==> src/rtl/y_pkg.sv <==
// y_pkg: Y memory geometry, slot value type, update FSM states and slot access helpers.
package y_pkg;
   localparam int SLOT_W = 64;
   localparam int VAL_W  = 24;
   localparam int SLOTS  = 4;
   localparam int ADDR_W = 11;
   localparam int WORD_W = 256;

   typedef struct packed {
      logic [VAL_W-1:0] re;
      logic [VAL_W-1:0] im;
   } y_val_t;

   typedef enum logic [1:0] {
      ST_IDLE = 2'd0,
      ST_RD   = 2'd1,
      ST_MOD  = 2'd2,
      ST_WR   = 2'd3
   } y_state_e;

   function automatic logic [SLOT_W-1:0] slot_get(input logic [WORD_W-1:0] word,
                                                  input logic [$clog2(SLOTS)-1:0] slot);
      return word[int'(slot)*SLOT_W +: SLOT_W];
   endfunction

   // Only the 48-bit value field is replaced; the slot's upper pad bits survive untouched.
   function automatic logic [WORD_W-1:0] slot_put(input logic [WORD_W-1:0] word,
                                                  input logic [$clog2(SLOTS)-1:0] slot,
                                                  input y_val_t val);
      logic [WORD_W-1:0] res;
      res = word;
      res[int'(slot)*SLOT_W +: 2*VAL_W] = val;
      return res;
   endfunction
endpackage

==> src/rtl/y_slot_add.sv <==
// y_slot_add: complex 24-bit delta add for one Y slot.
// Wraps modulo 2^24 by default; with Y_SAT_EN defined each part saturates on signed overflow.
module y_slot_add
   import y_pkg::*;
(
   input  y_val_t a_i,
   input  y_val_t b_i,
   output y_val_t sum_o
);

   function automatic logic [VAL_W-1:0] add_part(input logic [VAL_W-1:0] a,
                                                 input logic [VAL_W-1:0] b);
      logic [VAL_W-1:0] s;
      s = a + b;
`ifdef Y_SAT_EN
      if ((a[VAL_W-1] == b[VAL_W-1]) && (s[VAL_W-1] != a[VAL_W-1])) begin
         s = a[VAL_W-1] ? {1'b1, {(VAL_W-1){1'b0}}} : {1'b0, {(VAL_W-1){1'b1}}};
      end else begin
         s = a + b;
      end
`endif
      return s;
   endfunction

   assign sum_o.re = add_part(a_i.re, b_i.re);
   assign sum_o.im = add_part(a_i.im, b_i.im);

endmodule

==> src/rtl/y_update_ctrl.sv <==
// y_update_ctrl: read-modify-write sequencer for the Y admittance SRAM plus single-entry readout.
// Build option: define Y_SAT_EN to make the delta adds saturate instead of wrap.
module y_update_ctrl
   import y_pkg::*;
#(
   parameter int NCOLS = 64,
   parameter int NROWS = 32,
   parameter int CNT_W = 16
) (
   input  logic                clock,
   input  logic                reset,
   input  logic                upd_valid,
   output logic                upd_ready,
   input  logic [15:0]         upd_row,
   input  logic [15:0]         upd_col,
   input  logic [VAL_W-1:0]    upd_real,
   input  logic [VAL_W-1:0]    upd_img,
   input  logic                rq_valid,
   input  logic [15:0]         rq_row,
   input  logic [15:0]         rq_col,
   output logic [2*VAL_W-1:0]  op_yval,
   output logic                op_yval_valid,
   output logic [ADDR_W-1:0]   y_rd_addr1,
   input  logic [WORD_W-1:0]   y_rd_data1,
   output logic [ADDR_W-1:0]   y_rd_addr2,
   input  logic [WORD_W-1:0]   y_rd_data2,
   output logic [ADDR_W-1:0]   y_wr_addr,
   output logic [WORD_W-1:0]   y_wr_data,
   output logic                y_we,
   output logic                busy,
   output logic [CNT_W-1:0]    upd_count
);

   localparam int COL_B = $clog2(NCOLS);
   localparam int ROW_B = $clog2(NROWS);
   localparam int LIN_W = ROW_B + COL_B;

   y_state_e            state_q;
   logic                ready_q, busy_q, we_q;
   logic [ADDR_W-1:0]   addr_q, wr_addr_q, addr2_q;
   logic [1:0]          slot_q, rq_slot_q;
   y_val_t              delta_q;
   logic [WORD_W-1:0]   wr_data_q;
   logic [CNT_W-1:0]    cnt_q;
   logic                rq_pend_q, rq_fwd_q, yval_v_q;
   logic [2*VAL_W-1:0]  yval_q;

   logic [LIN_W-1:0]    upd_lin_s, rq_lin_s;
   logic [ADDR_W-1:0]   upd_addr_s, rq_addr_s;
   logic [SLOT_W-1:0]   old_slot_s, rd_slot_s;
   logic [WORD_W-1:0]   rd_word_s, wr_data_d;
   y_val_t              old_s, sum_s;
   logic                unused_s;

   // NCOLS is a power of two, so row*NCOLS+col is plain concatenation of the low index bits.
   assign upd_lin_s  = {upd_row[ROW_B-1:0], upd_col[COL_B-1:0]};
   assign rq_lin_s   = {rq_row[ROW_B-1:0], rq_col[COL_B-1:0]};
   assign upd_addr_s = ADDR_W'(upd_lin_s[LIN_W-1:2]);
   assign rq_addr_s  = ADDR_W'(rq_lin_s[LIN_W-1:2]);

   assign old_slot_s = slot_get(y_rd_data1, slot_q);
   assign old_s      = y_val_t'(old_slot_s[2*VAL_W-1:0]);
   assign wr_data_d  = slot_put(y_rd_data1, slot_q, sum_s);

   y_slot_add u_add (
      .a_i   (old_s),
      .b_i   (delta_q),
      .sum_o (sum_s)
   );

   // A write in the request cycle lands after the SRAM read, so the written word is forwarded.
   assign rd_word_s = rq_fwd_q ? wr_data_q : y_rd_data2;
   assign rd_slot_s = slot_get(rd_word_s, rq_slot_q);

   assign unused_s = ^{old_slot_s[SLOT_W-1:2*VAL_W], rd_slot_s[SLOT_W-1:2*VAL_W],
                       upd_row[15:ROW_B], upd_col[15:COL_B], rq_row[15:ROW_B], rq_col[15:COL_B]};

   // Update FSM: IDLE accepts a record, RD addresses port 1, MOD merges the delta, WR commits.
   always_ff @(posedge clock) begin
      if (!reset) begin
         state_q   <= ST_IDLE;
         ready_q   <= 1'b1;
         busy_q    <= 1'b0;
         we_q      <= 1'b0;
         addr_q    <= {ADDR_W{1'b0}};
         wr_addr_q <= {ADDR_W{1'b0}};
         wr_data_q <= {WORD_W{1'b0}};
         slot_q    <= 2'd0;
         delta_q   <= {(2*VAL_W){1'b0}};
         cnt_q     <= {CNT_W{1'b0}};
      end else begin
         case (state_q)
            ST_IDLE: begin
               we_q <= 1'b0;
               if (upd_valid && ready_q) begin
                  addr_q   <= upd_addr_s;
                  slot_q   <= upd_lin_s[1:0];
                  delta_q  <= '{re: upd_real, im: upd_img};
                  ready_q  <= 1'b0;
                  busy_q   <= 1'b1;
                  state_q  <= ST_RD;
               end else begin
                  ready_q  <= 1'b1;
                  busy_q   <= 1'b0;
                  state_q  <= ST_IDLE;
               end
            end
            ST_RD: begin
               state_q <= ST_MOD;
            end
            ST_MOD: begin
               wr_data_q <= wr_data_d;
               wr_addr_q <= addr_q;
               we_q      <= 1'b1;
               state_q   <= ST_WR;
            end
            ST_WR: begin
               we_q    <= 1'b0;
               cnt_q   <= cnt_q + CNT_W'(1);
               ready_q <= 1'b1;
               busy_q  <= 1'b0;
               state_q <= ST_IDLE;
            end
            default: begin
               we_q    <= 1'b0;
               ready_q <= 1'b1;
               busy_q  <= 1'b0;
               state_q <= ST_IDLE;
            end
         endcase
      end
   end

   // Readout pipeline on port 2, independent of the update FSM.
   always_ff @(posedge clock) begin
      if (!reset) begin
         addr2_q   <= {ADDR_W{1'b0}};
         rq_slot_q <= 2'd0;
         rq_pend_q <= 1'b0;
         rq_fwd_q  <= 1'b0;
         yval_q    <= {(2*VAL_W){1'b0}};
         yval_v_q  <= 1'b0;
      end else begin
         rq_pend_q <= rq_valid;
         yval_v_q  <= rq_pend_q;
         if (rq_valid) begin
            addr2_q   <= rq_addr_s;
            rq_slot_q <= rq_lin_s[1:0];
            rq_fwd_q  <= we_q && (wr_addr_q == rq_addr_s);
         end else begin
            addr2_q   <= addr2_q;
            rq_slot_q <= rq_slot_q;
            rq_fwd_q  <= rq_fwd_q;
         end
         if (rq_pend_q) begin
            yval_q <= rd_slot_s[2*VAL_W-1:0];
         end else begin
            yval_q <= yval_q;
         end
      end
   end

   assign upd_ready     = ready_q;
   assign busy          = busy_q;
   assign y_we          = we_q;
   assign y_rd_addr1    = addr_q;
   assign y_wr_addr     = wr_addr_q;
   assign y_wr_data     = wr_data_q;
   assign upd_count     = cnt_q;
   assign y_rd_addr2    = rq_valid ? rq_addr_s : addr2_q;
   assign op_yval       = yval_q;
   assign op_yval_valid = yval_v_q;

endmodule

==> config.mk <==
export PLATFORM = sky130hd
export DESIGN_NAME = y_update_ctrl
export DESIGN_NICKNAME = d
export VERILOG_FILES = /design/src/rtl/y_pkg.sv /design/src/rtl/y_slot_add.sv /design/src/rtl/y_update_ctrl.sv
export SDC_FILE = /design/constraint.sdc
export NUM_CORES = 1
export LEC_CHECK = 0
export CAP_MARGIN = 20
export CORE_AREA = 4 4 378 380
export DETAILED_ROUTE_END_ITERATION = 12
export DIE_AREA = 0 0 382 384
export PLACE_DENSITY = 0.42
export SLEW_MARGIN = 10
export SYNTH_ARGS = -nofsm -noshare
export SYNTH_HDL_FRONTEND = slang
export SYNTH_SLANG_ARGS = --single-unit
==> constraint.sdc <==
create_clock -name clock -period 3.2 [get_ports clock]
set_input_delay 0.64 -clock clock [delete_from_list [all_inputs] [get_ports clock]]
set_output_delay 0.64 -clock clock [all_outputs]
set_load 0.01 [all_outputs]
Word level (Yosys, flattened, before mapping)
Index checks and enable logic that the tools add are counted.
{"block": "classes", "add_sub_neg": 4, "eq_ne": 4, "shift": 4, "reduce_logical": 7, "muxes": 10}
{"cell": "256-bit by 9-bit variable part select with 48-bit output", "n": 2}
{"cell": "256-bit bitwise mux", "n": 1}
{"cell": "256-bit two-way mux", "n": 1}
{"cell": "48-bit by 33-bit variable shift with 256-bit output (first input constant)", "n": 1}
{"cell": "48-bit by 33-bit variable part select with 256-bit output", "n": 1}
{"cell": "24-bit adder", "n": 2}
{"cell": "8-bit negator with 33-bit output", "n": 1}
{"cell": "16-bit by 1-bit adder with 16-bit output (second input constant)", "n": 1}
{"cell": "11-bit two-way mux", "n": 1}
{"cell": "9-bit == test", "n": 1}
{"cell": "2-bit case mux with 4 select lines", "n": 1}
{"cell": "1-bit case mux with 2 select lines", "n": 3}
{"cell": "2-bit == test (second input constant)", "n": 2}
{"cell": "2-bit nonzero test", "n": 2}
{"cell": "1-bit two-way mux", "n": 3}
{"cell": "2-bit by 1-bit == test with 1-bit output (second input constant)", "n": 1}
{"cell": "1-bit logical AND", "n": 2}
{"cell": "2-bit logical NOT", "n": 1}
{"cell": "2-bit AND reduction", "n": 1}
{"cell": "2-bit OR reduction", "n": 1}
{"block": "totals", "input_bits": 628, "out_inout_bits": 357, "wordCells": 46, "regBits": 409}

Depth between registers and ports, before layout
{"block": "depth", "depth_word": 4, "ltp_mapped": 14, "ltp_nobuf": 11}

Cells and area by module
Synthesis repeated with hierarchy kept, for this count alone.
{"block": "hier_totals", "hier_cells": 2434, "area_unflattened_um2": 22773.1}
{"module": "y_update_ctrl", "cells_per_inst": 2136, "area_per_inst_um2": 20559.7, "instances": 1, "seq_area_each_um2": 8187.9}
{"module": "y_slot_add", "cells_per_inst": 298, "area_per_inst_um2": 2213.4, "instances": 1, "seq_area_each_um2": 0.0}

Worst setup path before layout
Ideal clock, no wire load.
{"block": "synth_timing", "path_kind": "reg-to-reg", "start": "register slot_q[0]", "end": "register wr_data_q[106] (netlist: y_wr_data[106])", "setup_ps": 122, "required_ps": 3078, "period_less_slack_ps": 3519, "path_slack_ps": -319, "n_path_buf": 3, "arrival_time_ps": 3398, "stages_incl_launch_ff": 13, "path_cell_list": "dfxtp_1 > buf_2 > buf_2 > buf_2 > mux4_2 > ha_1 > a21o_1 > a311oi_1 > nor2_1 > a21oi_1 > mux2i_1 > nor3_1 > a221o_1"}
{"block": "synth_between", "elab_chain_len": 4, "elab_cells_between_ends": 7, "cone_classes": "add/sub (3); shift (3); mux (1)"}
{"element": "start: declaration", "line_no": "y_update_ctrl.sv:41", "rtl": "logic [1:0] slot_q, rq_slot_q;"}
{"element": "start signal: assignment", "line_no": "y_update_ctrl.sv:97", "rtl": "slot_q <= upd_lin_s[1:0];"}
{"element": "256-bit by 9-bit variable part select with 48-bit output", "line_no": "y_pkg.sv:23", "rtl": "return word[int'(slot)*SLOT_W +: SLOT_W];"}
{"element": "24-bit adder", "line_no": "y_slot_add.sv:14", "rtl": "s = a + b;"}
{"element": "48-bit by 33-bit variable part select with 256-bit output", "line_no": "y_pkg.sv:32", "rtl": "res[int'(slot)*SLOT_W +: 2*VAL_W] = val;"}
{"element": "256-bit bitwise mux *", "line_no": "y_pkg.sv:32"}
{"element": "end signal: assignment", "line_no": "y_update_ctrl.sv:87", "rtl": "wr_data_q <= {WORD_W{1'b0}};"}
{"element": "end signal: assignment", "line_no": "y_update_ctrl.sv:112", "rtl": "wr_data_q <= wr_data_d;"}
{"element": "end: declaration", "line_no": "y_update_ctrl.sv:43", "rtl": "logic [WORD_W-1:0] wr_data_q;"}
Mark *: on every way between the ends. The rest lies on a longest branch, timed or not.
A chain may end at the register's enable or synchronous reset.

Worst setup path in the final report
{"block": "layout_timing", "start": "register slot_q[0]", "end": "register wr_data_q[175] (netlist: y_wr_data[175])"}
The elaborated chain is that of the path after synthesis.

==> impl_summary.md <==
Floorplanning
The floorplan step defined a die boundary enclosing 0.147 mm^2. The initial standard-cell utilization of the core is 16.0%. The boundary pin count is between 900 and 1000. The vertical die dimension is between 300 and 400 um. The horizontal die dimension is 382 um. After floorplanning, the core was divided into 137 placement rows. The core outline area is ~0.14 mm^2.

Worst setup path
The flop-to-flop setup slack is -120 ps. STA classifies the critical path startpoint as a register. STA classifies the critical path endpoint as a register. Along the worst path, the maximum fanout reaches 5.

The kind of critical path is reg -> reg. The worst register-to-register path ends at y_wr_data[175]. Data on the critical path arrives at its endpoint at 3930 ps.

The worst-case reg-to-reg path depth is 11. The startpoint of the lowest-slack register-to-register path is slot_q[0]. The required time reported for the critical path endpoint is 3800 ps.

Timing
The final-report max-slew violation count came to 0. Setup repair after global routing could not meet its margin everywhere. The worst pin sits at a relative slew slack of 27.1%.

At the pin with the least slew margin, the transition time is 1090 ps. The clock tree skew after final layout is 32.4 ps. Once routing completed, OpenROAD measured the worst setup slack at -122 ps. The highest attainable clock frequency is 0.301 GHz. The count of final setup violators is 57. The total negative slack is -3500 ps.

The post-route fraction of the period consumed by the critical path is 104%. The final count of hold timing violations came to 0. The post-route minimum period is 3320 ps.

Clocking
The clock root buffer is clkbuf_16. Counting every sink on the clock net gives 409. The clock insertion delay at the later pin of the skew report is 670 ps. In this run, CTS created clock tree buffers numbering 56. The clock tree from TritonCTS is built. CTS built an H-tree with a depth of 2. The clock slew at the register clock pins of the worst setup and hold paths is around 60 ps.

The maximum count of clock buffers along a single path is 3.

Hold path
The number of stages on the worst hold path is 2. The classification of the worst-slack hold path is in -> reg. In this run the most critical hold path is launched from reset.

The worst-case hold path end point is op_yval[16].

Global route
The number of global-route vias before repair came to roughly 24000. The wire length of the first global-routing pass is 201000 um. The number of antenna violations at the first check in global routing is 50.

Entering global routing, the biggest net connects 156 pins. The overall fraction of global-route tracks in use is 19.5%. The sum of overflow across all layers after global routing is 0.

Detailed routing
The routed length per placed instance is 28.2 um. The via count is 23400. The wire length after detailed routing is 150000 um. The post-route DRC violation count is 0. The violation count after the first detailed-route iteration is 1387. The count of TritonRoute iterations in the first routing pass is 7. Dividing the detail-routed via count by the number of cells gives 4.40. The number of nets still failing antenna checks after routing is 0.

Synth
Synthesis produced a netlist whose cell count is 2244. In this run, synthesis produced a sequential element count of ~410. Yosys printed 0 warnings. Among all flip-flop cells after synthesis, the most frequent one is dfxtp_1. The sequential share of the synthesized area is 36.7%. Averaged over all synthesized cells, the footprint is approximately 9.9 um^2. The count of flip-flops with a built-in enable after synthesis is 0. The synthesized cell area is 0.0223 mm^2. The synthesized netlist contains 76 unique library cells.

Of all flip-flops after synthesis, the portion carrying an async set or reset was 0%.

Status
The final reports fail on setup timing. The flow ran to the end, but the final reports show violations.

Place
Port buffering added 874 buffers. The HPWL reported at the end of detailed placement is 117000 um. The minimum setup slack after placement is -931 ps. The routability-driven placement congestion ratio is 0.882. The post-placement cell area is 0.0356 mm^2.

Final layout
Summing all multi-input logic gate instances after layout gives 0.0149 mm^2. The final design area excluding fillers is slightly below 0.04 mm^2. In the layout the commonest cells are 873 x clkdlybuf4s50_1, 403 x dfxtp_1, 311 x buf_4.

Cells with a size suffix above 1 make up 25.1% of the layout. The filler cells instantiated in the layout total roughly 15000. The most common library cell in the layout ignoring fill and taps is clkdlybuf4s50_1. The sequential cell area is 0.00821 mm^2. For this run, the post-layout net count is 4058. Compared with the post-synthesis result, the final layout area differs by 78.0%.

Run
The count of maximum capacitance violations is 0.

Pwr
The standby leakage power is 14.7 nW. The sum of internal, switching and leakage power is 20.4 mW. The maximum resistive drop on vdd is 0.411 mV. The power per unit of standard cell area is around 510 mW/mm^2.
==> sequential cells by signal (all words and copies together) (netlist names), 2 cells and up <==
name        flops
addr2_q        11
delta_q        48
op_yval        48
rq_slot_q       2
slot_q          2
state_q         2
upd_count      16
y_rd_addr1      9
y_wr_addr       9
y_wr_data     256
==> metrics by stage <==
step                hold slack, ps  cells  utilization, %
global route                   361   5299            28.5
global placement               458   5140            25.6
detailed placement             464   5140            25.6
floorplan                      448   2247               -
finish                         366   5313            28.5
CTS                            343   5272            27.9
==> worst max-delay path by stage <==
| stage | startpoint | endpoint | slack (ps) | cells after the start |
|---|---|---|---|---|
| detailed placement | y_rd_data1[152] | y_wr_data[168] | -930 | 13 |
| floorplan | slot_q[0] | y_wr_data[111] | 10 | 12 |
| CTS | slot_q[0] | y_wr_data[111] | -170 | 12 |
| global route | slot_q[0] | y_wr_data[175] | -220 | 11 |
| finish | slot_q[0] | y_wr_data[175] | -120 | 11 |
| global placement | y_rd_data1[152] | y_wr_data[104] | -950 | 13 |
==> worst max-delay path, stage by stage (launching register included) <==
cell and delay (ps):
dfxtp_4 360, buf_12 150, buf_12 150, mux4_2 580, ha_4 290, a21o_1 170, a221o_1 360, a32o_2 310
a311o_4 410, nor2b_4 210, o21ai_1 100, a21oi_1 140
==> kinds of logic after synthesis <==
logic type / count (synthesis) / synth area share, %
other cells: 1 / 0.0168
simple gates: 581 / 12.7
buf+inv: 216 / 3.91
xor+xnor: 58 / 2.34
compound gates: 637 / 20.1
mux: 283 / 20.8
fa+ha+maj: 59 / 3.38
flops: 409 / 36.7
==> timing repair <==
| item | CTS | global route |
|---|---|---|
| cloned | 3 | 0 |
| hold buffers | 0 | 0 |
| endpoints found under the setup margin | 145 | 136 |
| pin swaps | 81 | 120 |
| resized for setup | 169 | 153 |
| setup buffers | 30 | 25 |
==> Yosys cell counts, drive strengths merged (5+ instances only) <==
| cell type | number | area (um^2) |
|---|---|---|
| nor3 | 12 | 60.1 |
| a22oi | 101 | 758 |
| a21boi | 62 | 469 |
| xnor2 | 37 | 339 |
| nor2 | 107 | 402 |
| o31ai | 6 | 50.1 |
| and3 | 10 | 62.6 |
| ha | 57 | 713 |
| o211a | 58 | 588 |
| dfxtp | 409 | 8190 |
| nand4 | 11 | 68.8 |
| mux4 | 144 | 3240 |
| a221o | 7 | 70.1 |
| nor3b | 40 | 300 |
| nand3b | 6 | 45.0 |
| clkbuf | 135 | 507 |
| inv | 31 | 116 |
| mux2 | 9 | 101 |
| buf | 50 | 250 |
| and2 | 35 | 219 |
| a221oi | 41 | 365 |
| xor2 | 21 | 184 |
| nand3 | 25 | 125 |
| nand2 | 226 | 848 |
| mux2i | 130 | 1300 |
| o21ai | 146 | 731 |
| a31oi | 5 | 31.3 |
| a21o | 36 | 270 |
| a22o | 21 | 185 |
| nand2b | 5 | 31.3 |
| a21oi | 101 | 505 |
| nor2b | 88 | 558 |
| o211ai | 9 | 67.6 |
==> routing by layer <==
metal,vias to the layer above,track usage [%],part of all wire [%]
met5,-,0,0.19
met4,42,6.01,2.8
met3,205,7.03,8.6
met2,855,32.9,48
met1,11600,23.1,40
li1,10700,-,-
==> cell type report <==
class                           count  area share [%]
Multi-Input combinational cell   1622            37.4
Timing Repair Buffer             1251            30.6
Sequential cell                   409            20.7
Tap cell                         1876            5.91
Clock buffer                       79            4.08
Clock inverter                     22           0.825
Inverter                           31           0.293
Antenna cell                       23           0.145
==> report_power, final <==
part / switching [mW] / internal [mW] / leakage [nW] / total (mW)
clock: 2.78 / 4.08 / 0.955 / 6.87
combinational: 3.64 / 3.72 / 10.4 / 7.36
sequential: 0.574 / 5.57 / 3.34 / 6.15
total: 7.00 / 13.4 / 14.7 / 20.4
Note: power is estimated with default switching activity, not from simulation.
